==> src/rtl/vpifo_task_queue_pkg.sv <==
`default_nettype none
// ============================================================================
// Module : vpifo_pkg
// Brief  : Shared types and default sizing for the virtual-PIFO task queue.
// Rev    : 1.0  initial release
// ============================================================================
package vpifo_pkg;

    localparam int VP_PTW      = 16;
    localparam int VP_TREE_NUM = 4;
    localparam int VP_TREE_CAP = 72;
    localparam int VP_TIDW     = $clog2(VP_TREE_NUM);

    typedef enum logic {
        OP_PUSH = 1'b0,
        OP_POP  = 1'b1
    } vpifo_op_e;

    typedef struct packed {
        vpifo_op_e             op;
        logic [VP_TIDW-1:0]    tree;
        logic [VP_PTW-1:0]     data;
    } vpifo_req_t;

endpackage
`default_nettype wire

==> src/rtl/vpifo_task_queue_fifo.sv <==
`default_nettype none
// ============================================================================
// Module : vpifo_sync_fifo
// Brief  : Synchronous show-ahead FIFO, valid/ready write side, wrap-bit pointers.
// Rev    : 1.0  initial release
// ============================================================================
module vpifo_sync_fifo #(
    parameter int WIDTH = 8,
    parameter int DEPTH = 8
) (
    input  logic             i_clk,
    input  logic             i_rst,
    input  logic             i_wr_valid,
    output logic             o_wr_ready,
    input  logic [WIDTH-1:0] i_wr_data,
    output logic             o_rd_valid,
    output logic [WIDTH-1:0] o_rd_data,
    input  logic             i_rd_ready
);
    localparam int AW = $clog2(DEPTH);

    logic [WIDTH-1:0] r_mem [DEPTH];
    logic [AW:0]      r_wp;
    logic [AW:0]      r_rp;
    logic             w_full;
    logic             w_empty;

    assign w_empty    = (r_wp == r_rp);
    assign w_full     = (r_wp[AW] != r_rp[AW]) && (r_wp[AW-1:0] == r_rp[AW-1:0]);
    assign o_wr_ready = !w_full;
    assign o_rd_valid = !w_empty;
    assign o_rd_data  = r_mem[r_rp[AW-1:0]];

    always_ff @(posedge i_clk) begin
        if (i_rst) begin
            r_wp <= '0;
            r_rp <= '0;
        end else begin
            if (i_wr_valid && !w_full) begin
                r_mem[r_wp[AW-1:0]] <= i_wr_data;
                r_wp                <= r_wp + 1'b1;
            end
            if (i_rd_ready && !w_empty) begin
                r_rp <= r_rp + 1'b1;
            end
        end
    end

endmodule
`default_nettype wire

==> src/rtl/vpifo_task_queue.sv <==
`default_nettype none
// ============================================================================
// Module : vpifo_task_queue
// Brief  : Per-port request FIFOs, per-tree arbiter and occupancy tracking in
//          front of a virtualised PIFO.
// Rev    : 1.0  initial release
// ============================================================================
module vpifo_task_queue
    import vpifo_pkg::*;
#(
    parameter int PTW      = VP_PTW,
    parameter int NPORT    = 2,
    parameter int TREE_NUM = VP_TREE_NUM,
    parameter int TREE_CAP = VP_TREE_CAP,
    parameter int QDEPTH   = 8
) (
    input  logic                               i_clk,
    input  logic                               i_rst,
    input  logic [NPORT-1:0]                   i_req_valid,
    output logic [NPORT-1:0]                   o_req_ready,
    input  logic [NPORT-1:0]                   i_req_op,
    input  logic [NPORT*$clog2(TREE_NUM)-1:0]  i_req_tree,
    input  logic [NPORT*PTW-1:0]               i_req_data,
    input  logic [NPORT-1:0]                   i_pifo_full,
    output logic [NPORT-1:0]                   o_push,
    output logic [NPORT-1:0]                   o_pop,
    output logic [NPORT*$clog2(TREE_NUM)-1:0]  o_tree_id,
    output logic [NPORT*PTW-1:0]               o_push_data,
    output logic [NPORT-1:0]                   o_err_pop_empty,
    output logic [TREE_NUM*$clog2(TREE_CAP+1)-1:0] o_tree_occ
);
    localparam int TIDW = $clog2(TREE_NUM);
    localparam int OCW  = $clog2(TREE_CAP + 1);
    localparam int REQW = 1 + TIDW + PTW;
    localparam logic [OCW-1:0] c_cap = OCW'(TREE_CAP);

    logic [NPORT-1:0] w_fifo_ready;
    logic [NPORT-1:0] w_fifo_valid;
    logic [REQW-1:0]  w_head      [NPORT];
    vpifo_op_e        w_head_op   [NPORT];
    logic [TIDW-1:0]  w_head_tree [NPORT];
    logic [PTW-1:0]   w_head_data [NPORT];

    logic [TREE_NUM-1:0] w_claim;
    logic [NPORT-1:0]    w_deq;
    logic [NPORT-1:0]    w_iss_push;
    logic [NPORT-1:0]    w_iss_pop;
    logic [NPORT-1:0]    w_iss_err;
    logic [OCW-1:0]      w_occ_nxt [TREE_NUM];

    logic [OCW-1:0]           r_occ [TREE_NUM];
    logic [NPORT-1:0]         r_push;
    logic [NPORT-1:0]         r_pop;
    logic [NPORT-1:0]         r_err;
    logic [NPORT*TIDW-1:0]    r_tree_id;
    logic [NPORT*PTW-1:0]     r_push_data;

    generate
        for (genvar p = 0; p < NPORT; p++) begin : g_port
            vpifo_sync_fifo #(
                .WIDTH (REQW),
                .DEPTH (QDEPTH)
            ) u_fifo (
                .i_clk      (i_clk),
                .i_rst      (i_rst),
                .i_wr_valid (i_req_valid[p]),
                .o_wr_ready (w_fifo_ready[p]),
                .i_wr_data  ({i_req_op[p], i_req_tree[p*TIDW +: TIDW], i_req_data[p*PTW +: PTW]}),
                .o_rd_valid (w_fifo_valid[p]),
                .o_rd_data  (w_head[p]),
                .i_rd_ready (w_deq[p])
            );
            assign w_head_op[p]   = vpifo_op_e'(w_head[p][REQW-1]);
            assign w_head_tree[p] = w_head[p][PTW +: TIDW];
            assign w_head_data[p] = w_head[p][PTW-1:0];
        end

        for (genvar t = 0; t < TREE_NUM; t++) begin : g_occ
            assign o_tree_occ[t*OCW +: OCW] = r_occ[t];
        end
    endgenerate

    assign o_req_ready     = w_fifo_ready & {NPORT{!i_rst}};
    assign o_push          = r_push;
    assign o_pop           = r_pop;
    assign o_err_pop_empty = r_err;
    assign o_tree_id       = r_tree_id;
    assign o_push_data     = r_push_data;

    // Fixed-priority walk: a port that wins a tree marks it claimed so higher
    // ports see it busy. Stalled pushes to a full tree do not claim it.
    always_comb begin
        w_claim    = '0;
        w_deq      = '0;
        w_iss_push = '0;
        w_iss_pop  = '0;
        w_iss_err  = '0;
        for (int p = 0; p < NPORT; p++) begin
            if (w_fifo_valid[p] && !i_pifo_full[p] && !w_claim[w_head_tree[p]]) begin
                if (w_head_op[p] == OP_POP) begin
                    w_claim[w_head_tree[p]] = 1'b1;
                    w_deq[p]                = 1'b1;
                    if (r_occ[w_head_tree[p]] == '0) begin
                        w_iss_err[p] = 1'b1;
                    end else begin
                        w_iss_pop[p] = 1'b1;
                    end
                end else if (r_occ[w_head_tree[p]] < c_cap) begin
                    w_claim[w_head_tree[p]] = 1'b1;
                    w_deq[p]                = 1'b1;
                    w_iss_push[p]           = 1'b1;
                end
            end
        end
    end

    always_comb begin
        w_occ_nxt = r_occ;
        for (int p = 0; p < NPORT; p++) begin
            if (w_iss_push[p]) begin
                w_occ_nxt[w_head_tree[p]] = w_occ_nxt[w_head_tree[p]] + OCW'(1);
            end else if (w_iss_pop[p]) begin
                w_occ_nxt[w_head_tree[p]] = w_occ_nxt[w_head_tree[p]] - OCW'(1);
            end
        end
    end

    always_ff @(posedge i_clk) begin
        if (i_rst) begin
            r_occ       <= '{default: '0};
            r_push      <= '0;
            r_pop       <= '0;
            r_err       <= '0;
            r_tree_id   <= '0;
            r_push_data <= '0;
        end else begin
            r_occ  <= w_occ_nxt;
            r_push <= w_iss_push;
            r_pop  <= w_iss_pop;
            r_err  <= w_iss_err;
            for (int p = 0; p < NPORT; p++) begin
                if (w_iss_push[p] || w_iss_pop[p]) begin
                    r_tree_id[p*TIDW +: TIDW] <= w_head_tree[p];
                end
                if (w_iss_push[p]) begin
                    r_push_data[p*PTW +: PTW] <= w_head_data[p];
                end
            end
        end
    end

endmodule
`default_nettype wire
==> config.mk <==
export PLATFORM = sky130hd
export DESIGN_NAME = vpifo_task_queue
export DESIGN_NICKNAME = d
export VERILOG_FILES = /design/src/rtl/vpifo_task_queue_pkg.sv /design/src/rtl/vpifo_task_queue_fifo.sv /design/src/rtl/vpifo_task_queue.sv
export SDC_FILE = /design/constraint.sdc
export NUM_CORES = 1
export LEC_CHECK = 0
export BUFFER_PORTS_ARGS = -buffer_cell sky130_fd_sc_hd__buf_2
export CORE_MARGIN = 3
export CORE_UTILIZATION = 65
export DETAILED_ROUTE_END_ITERATION = 7
export PLACE_DENSITY = 0.85
export SKIP_LAST_GASP = 1
export SLEW_MARGIN = 20
export SYNTH_ARGS = -nofsm -noshare
export SYNTH_HDL_FRONTEND = slang
export SYNTH_SLANG_ARGS = --single-unit
==> constraint.sdc <==
create_clock -name i_clk -period 9.5 [get_ports i_clk]
set_input_delay 2.375 -clock i_clk [delete_from_list [all_inputs] [get_ports i_clk]]
set_output_delay 2.375 -clock i_clk [all_outputs]
set_load 0.01 [all_outputs]
==> run summary <==
Core Box Area: 0.02628 mm^2
Top fanout value on the critical path: 28
Reg area: 0.01097 mm^2
Yosys reg bits: 396
Syn Std Cell Area: 0.01749 mm^2
Ys async rst share: 0
Via count: 11880
Peak Freq: 152.5 MHz
Area of the multi-input gates: 0.006221 mm^2
CTS tree: built
CTS Buf Count: 39
Boundary pin count: 116
Mean Syn Cell Area: 14.46 um^2
Share of layout cells above drive strength 1: 0.2515
Final-report hold violation count: 0
Setup Total Neg Slack: 0 ps
Area contributors post-synth: edfxtp_1, dfxtp_1, mux4_2
M1 GR Usage: 0.4426
Rows: 59
Final Max Tran Viols: 0
RSZ-0062 raised after global routing: no
Worst Setup End Kind: flop
Crit path time final: 6556 ps
Outcome: complete, no violations
Post-CTS resize count: 0
Hold WC Path Type: flop to flop
Worst Tran Pin Value: 1068 ps
Die Span Y: 170.0 um
Worst path required time: 9970 ps
Clock slew at reported path FFs: 70 ps
Critical path arrival: 7020 ps
CTS Hold Bufs: 0
DRC: 0
Grt met2 use: 0.4876
Wire per inst: 26.53 um
Final setup margin: 2944 ps
Area Overhead vs Synth: 13.11%
Setup Viol. Count Final: 0
Final cell count without fillers: 1691
Overall routing resource usage: 0.3098
Sink Count: 396
Drt pass-1 iters: 6
Pre-CTS setup slack: 3097 ps
Syn Inst Count: 1209
Final #Nets: 1374
R2R Setup Slk: 2940 ps
Critical Path Source Type: flop
Setup bufs post-CTS: 0
Relative slew slack: 0.2880
Busiest grt layer: met2
Total gr overflow: 0
M3 GR Usage: 0.05621
Worst-Skew Late Latency: 540 ps
H-tree levels: 2
Sequential cell area fraction in the yosys report: 0.6274
Distinct cells, synth: 81
Leading cell type in the layout, fill and taps excluded: edfxtp_1
Vias/cell: 7.024
Iteration-0 DRC Markers: 1643
Leading area contributor after synthesis: edfxtp_1
Top-area cell type share of the netlist area: 0.5220
Initial core utilization: 0.6654
I/O Buffers: 115
Top FF cell, synth: edfxtp_1
Initial antenna violation count: 3
PwrDens: 275.8 mW/mm^2
Overall power: 5455 uW
First-pass GRT wire length: 68.14 mm
Final worst-path cycle share: 0.6901
DP HPWL: 27.92 mm
Placed cells: 1615
Syn Nets: 1261
Fillers: 1590
P_leak: 0.006639 uW
Yosys warns: 0
Die area: 0.02891 mm^2
Maximum Capacitance Violations: 0
CTS root buf: clkbuf_16
Placer Congestion: 1.051
Area post-placement: 0.01842 mm^2
Vias in the first global route: 11530
Critical path type: flop to flop
Antenna Nets Post-Route: 0
Die W: 170.0 um
Largest net degree at the start of global routing: 47
Total Wirelength: 44.87 mm
Most frequent cells in the layout: edfxtp_1, nor2_1, buf_2
Post-synth EDFFs: 304
Worst Skew: 22.26 ps
Clk buf depth: 3
Final Instance Area: 0.01978 mm^2
Worst VDD drop: 0.0001769 V
-- cell families (layout without fill, tap and decap cells) --
kind of cell    count (synthesis)  count (layout)  synth area share
simple gates                  324             324           0.08794
mux                           154             154            0.1460
fa+ha+maj                       8               8          0.005724
buf+inv                        82             225           0.02082
other cells                     0               4                 0
flops                         396             396            0.6274
compound gates                211             211           0.09509
xor+xnor                       34              34           0.01703
-- final timing paths --
kind                                               from                                     to  depth (start not counted)
setup / recovery                                   flop               o_tree_occ[5]$_SDFF_PP0_                         17
hold / removal    g_port[1].u_fifo.r_rp[3]$_SDFFE_PP0P_  g_port[1].u_fifo.r_rp[3]$_SDFFE_PP0P_                          2
setup reg to reg                                   flop               o_tree_occ[5]$_SDFF_PP0_                         17
hold reg to reg   g_port[1].u_fifo.r_rp[3]$_SDFFE_PP0P_  g_port[1].u_fifo.r_rp[3]$_SDFFE_PP0P_                          2
-- area by class of cell --
cell class | instances | share of cell area
Clock inverter | 21 | 0.01328
Sequential cell | 396 | 0.5548
Inverter | 15 | 0.002847
Multi-Input combinational cell | 731 | 0.3145
Tap cell | 335 | 0.02119
Clock buffer | 50 | 0.05345
Timing Repair Buffer | 139 | 0.03935
Antenna cell | 4 | 0.0005061
-- through the flow --
step / utilization / hold slack, ps
floorplan: - / 470.5
global placement: 0.7008 / 463.5
detailed placement: 0.7009 / 488.3
CTS: 0.7511 / 503.1
global route: 0.7525 / 532.0
finish: 0.7526 / 499.0
-- worst max-delay path: stages, from the launching register on --
cell and delay [ps]:
dfxtp_2 790, buf_4 500, mux2i_1 260, mux4_2 810, mux4_2 620, inv_2 110, ha_1 210, inv_1 50
nor2_1 160, a22oi_2 230, o31ai_1 690, nand3_1 190, o2111ai_1 120, o2111ai_1 220, or2_0 500, or3_4 500
a221o_1 350, a211oi_2 140
-- where the power goes --
group | total (uW) | internal (uW) | switching (uW)
combinational | 1760 | 685 | 1070
sequential | 2130 | 1970 | 157
clock | 1570 | 909 | 662
total | 5450 | 3570 | 1890
-- flip-flops by register name, summed over array words and instances, names as in the netlist, named ones only --
register and cells:
g_port.u_fifo.r_rp 8, g_port.u_fifo.r_wp 8, o_tree_id 4, o_push_data 32, o_push 2, g_port.u_fifo.r_mem 304, o_tree_occ 28, o_err_pop_empty 2
o_pop 2
-- Yosys cell counts (6+ instances only) --
cell type,instances
xor2_1,10
mux4_2,80
nand3_1,31
a21oi_1,28
a211oi_1,35
nor2_1,121
a22oi_1,9
dfxtp_1,92
a32oi_1,6
and2_1,7
mux2i_1,67
and3_1,10
or3_1,9
a221oi_1,10
clkbuf_1,37
edfxtp_1,304
nand2_1,73
nand4_1,7
a31oi_1,8
buf_1,14
a221o_1,9
xnor2_1,24
buf_2,9
ha_1,8
nor3_1,21
o21ai_0,24
inv_1,14
o221ai_1,15
nor3b_1,7
-- routing by layer --
| metal | part of all wire | up-vias | routed length, um |
|---|---|---|---|
| met4 | 0.037 | 0 | 1670 |
| met2 | 0.47 | 816 | 21090 |
| met5 | 0 | - | 0 |
| li1 | - | 5016 | - |
| met1 | 0.38 | 5887 | 17200 |
| met3 | 0.11 | 158 | 4898 |
No activity file was read; power rests on OpenSTA's default activity.
